--- config.mk ---
export PLATFORM = sky130hd
export DESIGN_NAME = vend_ctrl
export DESIGN_NICKNAME = d
export VERILOG_FILES = /design/src/rtl/vend_pkg.sv /design/src/rtl/vend_timeout.sv /design/src/rtl/vend_ctrl.sv
export SDC_FILE = /design/constraint.sdc
export NUM_CORES = 1
export LEC_CHECK = 0
export ABC_AREA = 1
export CAP_MARGIN = 20
export CELL_PAD_IN_SITES_DETAIL_PLACEMENT = 0
export CELL_PAD_IN_SITES_GLOBAL_PLACEMENT = 1
export CORE_MARGIN = 2
export CORE_UTILIZATION = 44
export DETAILED_ROUTE_END_ITERATION = 6
export PLACE_DENSITY_LB_ADDON = 0.05
export SLEW_MARGIN = 20
export SYNTH_ARGS = -nofsm -noshare
export SYNTH_HDL_FRONTEND = slang
export SYNTH_SLANG_ARGS = --single-unit
--- constraint.sdc ---
create_clock -name clk -period 5.1 [get_ports clk]
set_input_delay 0.765 -clock clk [delete_from_list [all_inputs] [get_ports clk]]
set_output_delay 0.765 -clock clk [all_outputs]
set_load 0.02 [all_outputs]
--- src/rtl/vend_pkg.sv ---
// vend_pkg: state encoding and coin codes shared by the vending controller
// and its bench.
package vend_pkg;

    typedef enum logic [1:0] {
        IDLE    = 2'b00,
        COLLECT = 2'b01,
        VEND    = 2'b10,
        CHANGE  = 2'b11
    } state_t;

    localparam logic [1:0] COIN_NONE = 2'b00;
    localparam logic [1:0] COIN1     = 2'b01;
    localparam logic [1:0] COIN2     = 2'b10;
    localparam logic [1:0] COIN3     = 2'b11;

endpackage

--- src/rtl/vend_timeout.sv ---
// vend_timeout: inactivity counter for the COLLECT state. The count restarts
// whenever clear is high. While enabled, expire rises in the cycle where the
// count has reached TIMEOUT_CYC-1. That cycle is TIMEOUT_CYC edges after the
// last clear.
module vend_timeout
    import vend_pkg::*;
#(
    parameter int TIMEOUT_CYC = 1000
) (
    input  logic clk,
    input  logic rst_n,
    input  logic clear,
    input  logic enable,
    output logic expire
);

    localparam int CNT_W = $clog2(TIMEOUT_CYC + 1);
    localparam logic [CNT_W-1:0] LAST = CNT_W'(TIMEOUT_CYC - 1);

    logic [CNT_W-1:0] count;

    assign expire = enable && !clear && (count == LAST);

    // Count idle cycles. The count holds at LAST because the FSM leaves
    // COLLECT on expiry.
    always_ff @(posedge clk or negedge rst_n) begin
        if (!rst_n) begin
            count <= '0;
        end else if (clear) begin
            count <= '0;
        end else if (enable && !expire) begin
            count <= count + 1'b1;
        end
    end

endmodule

--- src/rtl/vend_ctrl.sv ---
// vend_ctrl: registered vending-machine controller. It owns the state, the
// credit accumulator and the registered vend/change/reject pulses.
// Optional feature macro VEND_CHANGE_EN:
//   - defined: a nonzero remainder after a vend is paid out as change.
//   - undefined: the remainder stays as credit in COLLECT.
module vend_ctrl
    import vend_pkg::*;
#(
    parameter int CREDIT_W    = 8,
    parameter int PRICE       = 15,
    parameter int COIN1_VAL   = 5,
    parameter int COIN2_VAL   = 10,
    parameter int COIN3_VAL   = 25,
    parameter int TIMEOUT_CYC = 1000
) (
    input  logic                clk,
    input  logic                rst_n,
    input  logic [1:0]          cn,
    input  logic                st,
    input  logic                can,
    output logic                vend,
    output logic                chg,
    output logic                rej,
    output logic [CREDIT_W-1:0] credit,
    output logic [1:0]          state
);

    localparam int SUM_W = CREDIT_W + 1;
    localparam logic [SUM_W-1:0]    CREDIT_MAX = {1'b0, {CREDIT_W{1'b1}}};
    localparam logic [SUM_W-1:0]    VAL1       = SUM_W'(COIN1_VAL);
    localparam logic [SUM_W-1:0]    VAL2       = SUM_W'(COIN2_VAL);
    localparam logic [SUM_W-1:0]    VAL3       = SUM_W'(COIN3_VAL);
    localparam logic [SUM_W-1:0]    PRICE_W    = SUM_W'(PRICE);
    localparam logic [CREDIT_W-1:0] PRICE_C    = CREDIT_W'(PRICE);
    localparam logic [CREDIT_W-1:0] UNIT_C     = CREDIT_W'(COIN1_VAL);

    // A bad parameter set cannot make change in whole units, so it stops
    // elaboration.
    if (COIN1_VAL <= 0) begin : g_bad_unit
        $fatal(1, "vend_ctrl: COIN1_VAL must be positive");
    end
    if (PRICE <= 0 || TIMEOUT_CYC < 1) begin : g_bad_range
        $fatal(1, "vend_ctrl: PRICE must be >0 and TIMEOUT_CYC >=1");
    end
    if ((PRICE % COIN1_VAL) != 0 || (COIN2_VAL % COIN1_VAL) != 0 ||
        (COIN3_VAL % COIN1_VAL) != 0) begin : g_bad_multiple
        $fatal(1, "vend_ctrl: PRICE, COIN2_VAL, COIN3_VAL must be multiples of COIN1_VAL");
    end

    state_t                state_q;
    logic [SUM_W-1:0]      coin_val;
    logic [SUM_W-1:0]      coin_sum;
    logic [CREDIT_W-1:0]   remainder;
    logic                  coin_in;
    logic                  coin_fits;
    logic                  can_buy;
    logic                  to_clear;
    logic                  to_enable;
    logic                  to_expire;

    assign state = state_q;

    // Decode the coin code into its credit value.
    always_comb begin
        coin_val = '0;
        case (cn)
            COIN1:   coin_val = VAL1;
            COIN2:   coin_val = VAL2;
            COIN3:   coin_val = VAL3;
            default: coin_val = '0;
        endcase
    end

    // The sum carries one extra bit so that an overflowing coin is detected
    // rather than wrapped.
    assign coin_in   = (cn != COIN_NONE);
    assign coin_sum  = {1'b0, credit} + coin_val;
    assign coin_fits = (coin_sum <= CREDIT_MAX);
    assign can_buy   = ({1'b0, credit} >= PRICE_W);
    assign remainder = credit - PRICE_C;

    // The idle count runs only in COLLECT. Any coin, accepted or rejected,
    // restarts the count.
    assign to_clear  = (state_q != COLLECT) || coin_in;
    assign to_enable = (state_q == COLLECT);

    vend_timeout #(
        .TIMEOUT_CYC(TIMEOUT_CYC)
    ) u_timeout (
        .clk    (clk),
        .rst_n  (rst_n),
        .clear  (to_clear),
        .enable (to_enable),
        .expire (to_expire)
    );

    // One block holds the FSM, the credit datapath and the registered pulses.
    // vend and chg are set together with the state they belong to.
    always_ff @(posedge clk or negedge rst_n) begin
        if (!rst_n) begin
            state_q <= IDLE;
            credit  <= '0;
            vend    <= 1'b0;
            chg     <= 1'b0;
            rej     <= 1'b0;
        end else begin
            vend <= 1'b0;
            chg  <= 1'b0;
            rej  <= 1'b0;
            case (state_q)
                IDLE: begin
                    if (coin_in) begin
                        if (coin_fits) begin
                            credit  <= coin_sum[CREDIT_W-1:0];
                            state_q <= COLLECT;
                        end else begin
                            rej <= 1'b1;
                        end
                    end
                end
                COLLECT: begin
                    if (can) begin
                        state_q <= CHANGE;
                        chg     <= 1'b1;
                        rej     <= coin_in;
                    end else if (st && can_buy) begin
                        state_q <= VEND;
                        vend    <= 1'b1;
                        rej     <= coin_in;
                    end else if (coin_in) begin
                        if (coin_fits) begin
                            credit <= coin_sum[CREDIT_W-1:0];
                        end else begin
                            rej <= 1'b1;
                        end
                    end else if (to_expire) begin
                        state_q <= CHANGE;
                        chg     <= 1'b1;
                    end
                end
                VEND: begin
                    rej    <= coin_in;
                    credit <= remainder;
                    if (remainder == '0) begin
                        state_q <= IDLE;
                    end else begin
`ifdef VEND_CHANGE_EN
                        state_q <= CHANGE;
                        chg     <= 1'b1;
`else
                        state_q <= COLLECT;
`endif
                    end
                end
                CHANGE: begin
                    rej <= coin_in;
                    if (credit <= UNIT_C) begin
                        credit  <= '0;
                        state_q <= IDLE;
                    end else begin
                        credit <= credit - UNIT_C;
                        chg    <= 1'b1;
                    end
                end
                default: begin
                    state_q <= IDLE;
                    credit  <= '0;
                end
            endcase
        end
    end

endmodule

==> results_dict.tcl <==
set metrics [dict create \
    antenna_found_initial 0 \
    die_h_um 69.7 \
    hold_viol 0 \
    cpMostUsedCell "nand2_1" \
    placed_area_sq_mm 0.00212 \
    clock_path_buffers 2 \
    htree_levels 1 \
    grt_first_pass_wirelength_um 8400 \
    post_cts_resized 0 \
    floorplan.initialDensity_pct 46.5 \
    grt_pass1_vias 1746 \
    ys_warn_count 0 \
    layout.nets 309 \
    yosys.cell_count.top_type "nand2_1" \
    die_area_sq_mm 0.00486 \
    grt_setup_unrepaired "false" \
    place_inst 338 \
    final_cell_area_sq_mm 0.00216 \
    async_flop_share_pct 100 \
    drive_gt1_share_pct 10.3 \
    min_path_type "input port to async pin" \
    power_density_mw_per_mm2 582 \
    routed_wl_um 4870 \
    path_class "input port to register" \
    synth_area_sq_mm 0.00190 \
    startpoint "cn[1]" \
    drc 0 \
    grt_use_total_pct 21.5 \
    dr_total_vias 1787 \
    holdBufCountCts 0 \
    required_ns 5.26 \
    cpMaxStageDelayCell "clkdlybuf4s50_1" \
    globalRouteOverflowTotal 0 \
    cp_top_family "simple AND/OR/NAND/NOR gates" \
    fmax_mhz 376 \
    antenna_cells 0 \
    synthesis.nets 291 \
    r2r-end "credit[1]$_DFFE_PN0P_" \
    syn_avg_cell_area_sq_um 6.92 \
    synth_top_area_cell "dfrtp_1" \
    startpoint_type "input port" \
    yosysSeqAreaShare_pct 30.3 \
    stdcell_count 342 \
    gp_congestion 0.855 \
    clock_sinks 23 \
    fin_crit_sh_pct 52.2 \
    synth_top_area_share_pct 30.3 \
    hold_slack_ns 0.471 \
    irDropWorstVdd_uv 240 \
    synth_cell_type_count 32 \
    area_delta_synth_final_pct 13.4 \
    postCtsSetupRepairBufs 0 \
    fin_crit_ns 2.66 \
    crit_buf_inv 3 \
    cts_tree "built" \
    outcome "completed" \
    setup_tns_ns 0 \
    utilization_pct 52.8 \
    ys.flop_type "dfrtp_1" \
    slew-limit-headroom_pct 64.3 \
    clk_pin_slew_worst_paths_ns 0.08 \
    cpPeakStageDelay_ns 0.54 \
    io_buffers 18 \
    total_leakage_power_nw 1.07 \
    hpwl_um 3780 \
    endpoint_kind "register" \
    clockRootBuffer "clkbuf_8" \
    tightest_slew_ns 0.535 \
    avgViaCountPerCell 5.23 \
    maxSlewViolCount 0 \
    synth_seq_cells 23 \
    rr_worst_depth 10 \
    maxCapViolCount 0 \
    r2r_slack_ns 2.94 \
    worst_ep_arrival_time_ns 2.82 \
    path_cells "clkdlybuf4s50_1, inv_1, nor2_1, inv_1, fa_1, nand3b_1, nand2_1, nand2_1, nand4_4, nand2_4, nand2_1, nand2_1" \
    wl_per_cell_um 14.2 \
    cp_max_fo 9 \
    synth-edff-count 0 \
    finalSetupViolations 0 \
    synthTopCellsByCount "74 x nand2_1, 39 x nand3_1, 31 x inv_1" \
    drt_first_pass_iters 4 \
    coreArea_sq_mm 0.00409 \
    num_io_pins 19 \
    grt_max_degree 24 \
    rows 23 \
    skew_ns 0.00225 \
    synthTopCellsByArea "dfrtp_1 30%, nand2_1 15%, nand3_1 10%, inv_1 6.1%, ha_1 5.9%" \
    cts_buffers 3 \
    netlist_instances 275 \
    die_x_um 69.7 \
    timing.rr.start "credit[0]$_DFFE_PN0P_" \
    drtIter0Drc 101 \
    clock_latency_ns 0.26 \
    ant_nets 0 \
]
-- state kept, by name, summed over array words and instances (netlist names) --
name	count
credit	8
rej	1
state	2
vend	1
u_timeout.count	10
chg	1
-- power breakdown --
group	switching, mW	total [mW]	internal (mW)
Sequential	0.118	0.351	0.233
Combinational	0.486	0.792	0.307
Clock	0.0579	0.112	0.0545
Total	0.661	1.26	0.594
-- worst register-to-register path, stage by stage, from the launching register on --
cell and delay (ns):
dfrtp_1 0.55, ha_1 0.26, inv_1 0.06, fa_1 0.39, nand3b_1 0.17, nand2_1 0.10, nand2_1 0.12, nand4_4 0.18
nand2_4 0.10, nand2_1 0.09, nand2_1 0.05
-- stage by stage --
stage | worst slack (ns) | total power, mW
CTS | 2.46 | 1.26
detailed placement | 2.17 | 1.15
global route | 2.26 | 1.39
floorplan | 2.91 | 0.899
global placement | 2.23 | 1.15
finish | 2.44 | 1.26
-- area by class of cell --
type / instances / area, sq um
timing repair buffer: 18 / 175
clock buffer: 3 / 41.3
fill: 452 / 1930
tap: 50 / 62.6
clock inverter: 1 / 5.00
sequential: 23 / 576
inverter: 36 / 135
multi-input combinational: 211 / 1160
-- placed cells by master, fill, tap and decap left out, drive strengths merged, types with 9 or more instances in the layout --
cell type | Yosys | routed
nand3 | 39 | 39
dfrtp | 23 | 23
nor2 | 25 | 25
nand2 | 81 | 81
inv | 34 | 34
ha | 9 | 9
clkdlybuf4s50 | 0 | 17
a21oi | 11 | 11
o21ai | 10 | 10
-- how the worst max path moves through the flow --
stage / slack (ns) / depth (start not counted) / endpoint
3_5_place_dp: 2.17 / 12 / credit[1]$_DFFE_PN0P_
6_report: 2.44 / 12 / credit[1]$_DFFE_PN0P_
5_1_grt: 2.26 / 12 / credit[1]$_DFFE_PN0P_
2_1_floorplan: 2.91 / 11 / credit[1]$_DFFE_PN0P_
4_1_cts: 2.46 / 12 / credit[6]$_DFFE_PN0P_
3_3_place_gp: 2.23 / 12 / credit[6]$_DFFE_PN0P_
-- cell families after synthesis --
logic type      Yosys count  share of synthesized area (%)
xor+xnor                  5                           2.30
compound gates           27                           8.29
fa+ha+maj                10                           6.97
simple gates            169                           43.6
flops                    23                           30.3
buf+inv                  41                           8.62
-- per-layer routing --
layer | routed length, um | share of wire (%) | up-vias | global-route usage (%)
met5 | 0 | 0 | - | 0
met4 | 65 | 1.3 | 0 | 6.84
met3 | 89 | 1.8 | 4 | 2.62
met2 | 2310 | 48 | 19 | 36.3
met1 | 2400 | 49 | 827 | 28.7
li1 | - | - | 937 | -
(Power assumes the default switching activity.)
